`config.mk`:
```
export PLATFORM = sky130hd
export DESIGN_NAME = taiga_event_counters
export DESIGN_NICKNAME = d
export VERILOG_FILES = /design/src/rtl/taiga_event_counters.sv
export SDC_FILE = /design/constraint.sdc
export NUM_CORES = 2
export LEC_CHECK = 0
export CORE_MARGIN = 4
export CORE_UTILIZATION = 37
export DETAILED_ROUTE_END_ITERATION = 12
export PLACE_DENSITY_LB_ADDON = 0.2
export SYNTH_ARGS = -nofsm -noshare
export SYNTH_HDL_FRONTEND = slang
export SYNTH_SLANG_ARGS = --single-unit
```
`constraint.sdc`:
```
create_clock -name clk_i -period 3.1 [get_ports clk_i]
set_input_delay 0.62 -clock clk_i [delete_from_list [all_inputs] [get_ports clk_i]]
set_output_delay 0.62 -clock clk_i [all_outputs]
set_load 0.05 [all_outputs]
```
`src/rtl/taiga_event_counters.sv`:
```
// Performance-event counter bank: live counters, shadow snapshot, measurement window FSM
// and a registered read port. Optional interrupt output enabled by TAIGA_EVENT_COUNTER_IRQ_EN.
module taiga_event_counters #(
    parameter int unsigned NUM_EVENTS = 27,
    parameter int unsigned INC_W      = 3,
    parameter int unsigned COUNTER_W  = 32,
    parameter int unsigned SATURATE   = 0,
    parameter int unsigned WINDOW_W   = 24
) (
    input  logic                          clk_i,
    input  logic                          rst_i,
    input  logic [NUM_EVENTS*INC_W-1:0]   events_i,
    input  logic                          count_en_i,
    input  logic                          clear_i,
    input  logic                          snapshot_i,
    input  logic                          win_start_i,
    input  logic [WINDOW_W-1:0]           win_len_i,
    output logic                          win_busy_o,
    output logic                          win_done_o,
    input  logic                          rd_req_i,
    input  logic [$clog2(NUM_EVENTS):0]   rd_sel_i,
    output logic                          rd_valid_o,
    output logic [COUNTER_W-1:0]          rd_data_o,
    output logic                          rd_err_o,
    output logic [NUM_EVENTS-1:0]         overflow_o
`ifdef TAIGA_EVENT_COUNTER_IRQ_EN
    ,
    output logic                          ctr_irq_o,
    input  logic [NUM_EVENTS-1:0]         irq_mask_i
`endif
);

    localparam int unsigned SEL_W    = $clog2(NUM_EVENTS) + 1;
    localparam int unsigned OVF_BITS = (NUM_EVENTS < COUNTER_W) ? NUM_EVENTS : COUNTER_W;

    typedef enum logic [1:0] {IDLE, COUNTING, DONE} state_e;

    state_e                      state_q, state_d;
    logic [NUM_EVENTS*INC_W-1:0] events_q;
    logic [COUNTER_W-1:0]        cnt_q    [NUM_EVENTS];
    logic [COUNTER_W-1:0]        cnt_d    [NUM_EVENTS];
    logic [COUNTER_W-1:0]        shadow_q [NUM_EVENTS];
    logic [COUNTER_W-1:0]        shadow_d [NUM_EVENTS];
    logic [COUNTER_W:0]          sum      [NUM_EVENTS];
    logic [NUM_EVENTS-1:0]       overflow_q, overflow_d;
    logic [WINDOW_W-1:0]         remaining_q, remaining_d;
    logic                        rdValid_q, rdErr_q;
    logic [COUNTER_W-1:0]        rdData_q;
    logic [COUNTER_W-1:0]        ovfWord;
    logic                        winStart, countActive, windowEnd;

    always_comb begin
        winStart    = win_start_i && (win_len_i != '0);
        countActive = (state_q == COUNTING) || ((state_q == IDLE) && count_en_i);
        windowEnd   = (state_q == COUNTING) && (remaining_q == WINDOW_W'(1));
    end

    always_comb begin
        for (int i = 0; i < NUM_EVENTS; i++) begin
            sum[i] = {1'b0, cnt_q[i]} + (COUNTER_W+1)'(events_q[i*INC_W +: INC_W]);
        end
    end

    // win_start outranks clear, which outranks the increment; the carry bit marks overflow
    always_comb begin
        cnt_d      = cnt_q;
        overflow_d = overflow_q;
        for (int i = 0; i < NUM_EVENTS; i++) begin
            if (winStart || clear_i) begin
                cnt_d[i]      = '0;
                overflow_d[i] = 1'b0;
            end else if (countActive) begin
                if (sum[i][COUNTER_W]) begin
                    overflow_d[i] = 1'b1;
                    cnt_d[i]      = (SATURATE != 0) ? {COUNTER_W{1'b1}} : sum[i][COUNTER_W-1:0];
                end else begin
                    cnt_d[i] = sum[i][COUNTER_W-1:0];
                end
            end
        end
    end

    // End of window captures post-increment values; a plain snapshot captures pre-update values
    always_comb begin
        shadow_d = shadow_q;
        if (windowEnd && !winStart) begin
            shadow_d = cnt_d;
        end else if (snapshot_i) begin
            shadow_d = cnt_q;
        end
    end

    always_comb begin
        state_d     = state_q;
        remaining_d = remaining_q;
        case (state_q)
            IDLE: ;
            COUNTING: begin
                remaining_d = remaining_q - WINDOW_W'(1);
                if (windowEnd) begin
                    state_d = DONE;
                end
            end
            DONE:    state_d = IDLE;
            default: state_d = IDLE;
        endcase
        if (winStart) begin
            state_d     = COUNTING;
            remaining_d = win_len_i;
        end
    end

    always_comb begin
        ovfWord                = '0;
        ovfWord[OVF_BITS-1:0]  = overflow_q[OVF_BITS-1:0];
    end

    always_ff @(posedge clk_i) begin
        if (!rst_i) begin
            state_q     <= IDLE;
            events_q    <= '0;
            remaining_q <= '0;
            overflow_q  <= '0;
            rdValid_q   <= 1'b0;
            rdErr_q     <= 1'b0;
            rdData_q    <= '0;
            for (int i = 0; i < NUM_EVENTS; i++) begin
                cnt_q[i]    <= '0;
                shadow_q[i] <= '0;
            end
        end else begin
            state_q     <= state_d;
            events_q    <= events_i;
            remaining_q <= remaining_d;
            overflow_q  <= overflow_d;
            for (int i = 0; i < NUM_EVENTS; i++) begin
                cnt_q[i]    <= cnt_d[i];
                shadow_q[i] <= shadow_d[i];
            end
            rdValid_q <= rd_req_i;
            rdErr_q   <= 1'b0;
            if (rd_req_i) begin
                if (rd_sel_i[SEL_W-1]) begin
                    rdData_q <= ovfWord;
                end else if (32'(rd_sel_i[SEL_W-2:0]) < NUM_EVENTS) begin
                    rdData_q <= shadow_q[rd_sel_i[SEL_W-2:0]];
                end else begin
                    rdData_q <= '0;
                    rdErr_q  <= 1'b1;
                end
            end
        end
    end

`ifdef TAIGA_EVENT_COUNTER_IRQ_EN
    logic doneLatch_q, ctrIrq_q;

    always_ff @(posedge clk_i) begin
        if (!rst_i) begin
            doneLatch_q <= 1'b0;
            ctrIrq_q    <= 1'b0;
        end else begin
            if (clear_i || win_start_i) begin
                doneLatch_q <= 1'b0;
            end else if (state_q == DONE) begin
                doneLatch_q <= 1'b1;
            end
            ctrIrq_q <= (|(overflow_q & ~irq_mask_i)) | doneLatch_q;
        end
    end

    assign ctr_irq_o = ctrIrq_q;
`endif

    assign win_busy_o = (state_q == COUNTING);
    assign win_done_o = (state_q == DONE);
    assign rd_valid_o = rdValid_q;
    assign rd_data_o  = rdData_q;
    assign rd_err_o   = rdErr_q;
    assign overflow_o = overflow_q;

endmodule

```
==> results.json <==
{
  "outcome": "finished, final reports clean",
  "numCtsBuffers": 210,
  "track_usage_pct": 27.61,
  "clk_latency_ns": 0.88,
  "start_util_pct": 37.35,
  "cp-start-kind": "register",
  "drive_gt1_share_pct": 14.77,
  "synth_top_area_share_pct": 41.17,
  "grt_max_degree": 134,
  "die_area_mm2": 0.2572,
  "synth-seq-cells": 1896,
  "cap_violations": 0,
  "p_leak_nw": 40.29,
  "fmax_mhz": 323.7,
  "root_buffer": "clkbuf_16",
  "netlist_instances": 10460,
  "reg2reg_depth": 7,
  "clkTransAtPathRegs_ns": 0.06,
  "critPathMaxFanout": 7,
  "fp-row-count": 182,
  "rsz0062_at_grt": "false",
  "met3_usage_pct": 6.408,
  "cts_hold_buf": 0,
  "yosysTopAreaCell": "dfxtp_1",
  "slew-limit-headroom_pct": 16.98,
  "final-hold-violation-count": 0,
  "nNetsFinal": 11290,
  "top_level_ports": 181,
  "cts_buffer_depth": 3,
  "dp_hpwl_um": 265600,
  "tightestPinTransition_ns": 1.244,
  "cts_tree": "yes",
  "dpl_cell_area_mm2": 0.1049,
  "fin_skew_ns": 0.03004,
  "crit_type": "register to register",
  "via_count": 84770,
  "grt_pass1_wl_um": 540600,
  "port_buffers": 180,
  "holdWs_ns": 0.2565,
  "ys.flop_type": "dfxtp_1",
  "syn-num-nets": 10690,
  "via_per_inst": 5.821,
  "dr.pass1.iters": 6,
  "drcViolationCount": 0,
  "worstSetupEndpointType": "register",
  "setup_tns_ns": 0,
  "clock-sinks": 1896,
  "place_ws_ns": -0.4939,
  "grt_pass1_vias": 80270,
  "setup_slack_ns": 0.01104,
  "place.gp.congestion": 0.9383,
  "drt_first_iter_violations": 9409,
  "die_w_um": 507.2,
  "synth_area_leaders": "dfxtp_1 (41%), nor2_1 (6.0%), mux2i_1 (5.3%)",
  "yosysSeqAreaShare_pct": 41.17,
  "wire_per_inst_um": 25.27,
  "h-tree-depth": 4,
  "vdd_ir_drop_max_mv": 0.5747,
  "p_per_area_mw_per_mm2": 481.6,
  "antenna_left": 0,
  "antenna_found_initial": 16,
  "ys_types": 87,
  "cp.arrival_ns": 3.87,
  "period_share_pct": 99.64,
  "min_path_type": "primary input to register",
  "drt_wl_total_um": 368000,
  "use_met1_pct": 40.23,
  "core_area_mm2": 0.2468,
  "p_total_w": 0.05398,
  "cp.required_ns": 3.88,
  "netlist_area_mm2": 0.09220,
  "grt_busiest_layer": "met1",
  "overflow": 0,
  "min_period_ns": 3.089,
  "fp.dieH_um": 507.2,
  "final_cell_area_mm2": 0.1121,
  "async_reset_ff_share_pct": 0,
  "maxSlewViolCount": 0,
  "syn_to_final_growth_pct": 21.57,
  "grt_use_met2_pct": 40.08,
  "setup_viol_count_final": 0,
  "synth_edf_count": 0,
  "yosys_warnings": 0,
  "avgSynthCellArea_um2": 8.817,
  "hold_depth": 4
}
[per-layer routing]
layer	up-vias	wire (um)	part of all wire, %
li1	38760	-	-
met1	41540	166800	45
met2	3906	152600	41
met3	560	36490	9.9
met4	8	12010	3.3
met5	-	52	0.014
[area by class of cell]
type                       count  area (um2)
clock inverter                76       993.5
fill                       23750      134800
inverter                     150       570.5
sequential                  1896       37960
tap                         3312        4144
antenna                        8       20.02
timing repair buffer        1152       11260
multi-input combinational   7655       50980
clock buffer                 313        6172
[kinds of logic after synthesis]
kind of cell    count (synthesis)  share of synthesized area [%]
compound gates               1992                          14.48
fa+ha+maj                     110                          1.713
xor+xnor                      758                          7.200
mux                           752                          10.94
flops                        1896                          41.17
simple gates                 4043                          20.63
buf+inv                       906                          3.867
[cell usage in the layout (no fill, tap or decap), types with 34 or more instances in the layout]
cell / Yosys / routed
a211oi_1: 172 / 172
a21o_1: 68 / 67
a21oi_1: 373 / 371
a22o_1: 47 / 47
a22oi_1: 90 / 90
a311oi_1: 60 / 60
and2_1: 148 / 148
and3_1: 195 / 195
and4_1: 73 / 73
buf_12: 0 / 172
buf_4: 14 / 801
clkbuf_1: 606 / 50
clkbuf_16: 0 / 210
clkbuf_8: 0 / 53
clkdlybuf4s50_1: 0 / 165
clkinv_2: 0 / 37
dfxtp_1: 1896 / 1896
ha_1: 83 / 83
inv_1: 148 / 148
mux2_2: 69 / 69
mux2i_1: 485 / 485
mux4_2: 198 / 198
nand2_1: 876 / 870
nand3_1: 438 / 436
nand4_1: 155 / 155
nor2_1: 1462 / 1455
nor3_1: 267 / 264
nor4_1: 139 / 130
o211ai_1: 130 / 130
o21a_1: 184 / 183
o21ai_0: 357 / 356
o221ai_1: 34 / 34
o22ai_1: 173 / 173
o311ai_0: 112 / 111
or3_1: 101 / 101
xnor2_1: 394 / 394
xor2_1: 364 / 364
[power breakdown]
group	switching, W	internal [W]
logic	0.00205	0.00116
registers	0.000115	0.0245
clock network	0.0110	0.0152
[cells in the mapped netlist (all sizes together), types with 152 or more instances]
library cell / number
clkbuf: 607
and2: 152
nand3: 438
o21a: 184
a21oi: 373
nand4: 156
a211oi: 172
mux4: 198
nor3: 270
o21ai: 377
nand2: 876
o22ai: 173
nor2: 1464
mux2i: 485
xor2: 364
xnor2: 394
dfxtp: 1896
and3: 195
[registers in the layout (all words and copies together) (netlist names)]
register	flops
cnt_q	864
events_q	81
overflow_o	27
rd_data_o	32
rd_err_o	1
rd_valid_o	1
remaining_q	24
shadow_q	864
state_q	2
[critical path, stage by stage (launching register included)]
cell and delay, ns:
dfxtp_1 0.35, or4_4 0.58, or3_1 0.42, or3_4 0.52, a2111oi_1 0.74, buf_4 0.21
o21ai_0 0.06, o311ai_0 0.10
[worst paths after layout]
| check | slack (ns) | end | startpoint |
|---|---|---|---|
| max | 0.01 | shadow_q[375] | remaining_q[16] |
| min | 0.26 | rd_err_o | rd_sel_i[3] |
| max reg2reg | 0.01 | shadow_q[375] | remaining_q[16] |
| min reg2reg | 0.47 | shadow_q[143] | shadow_q[143] |
[timing repair]
item                       4_1_cts  5_1_grt
pin swaps                        0        3
resized for setup                9        3
setup buffers                    0        6
setup endpoints to repair        7       52
[per-stage QoR]
step | instances | utilization (%)
floorplan | 10460 | -
global placement | 14160 | 42.48
detailed placement | 14160 | 42.48
CTS | 14550 | 45.38
global route | 14560 | 45.40
finish | 14560 | 45.41
Note: power is estimated with default switching activity, not from simulation.
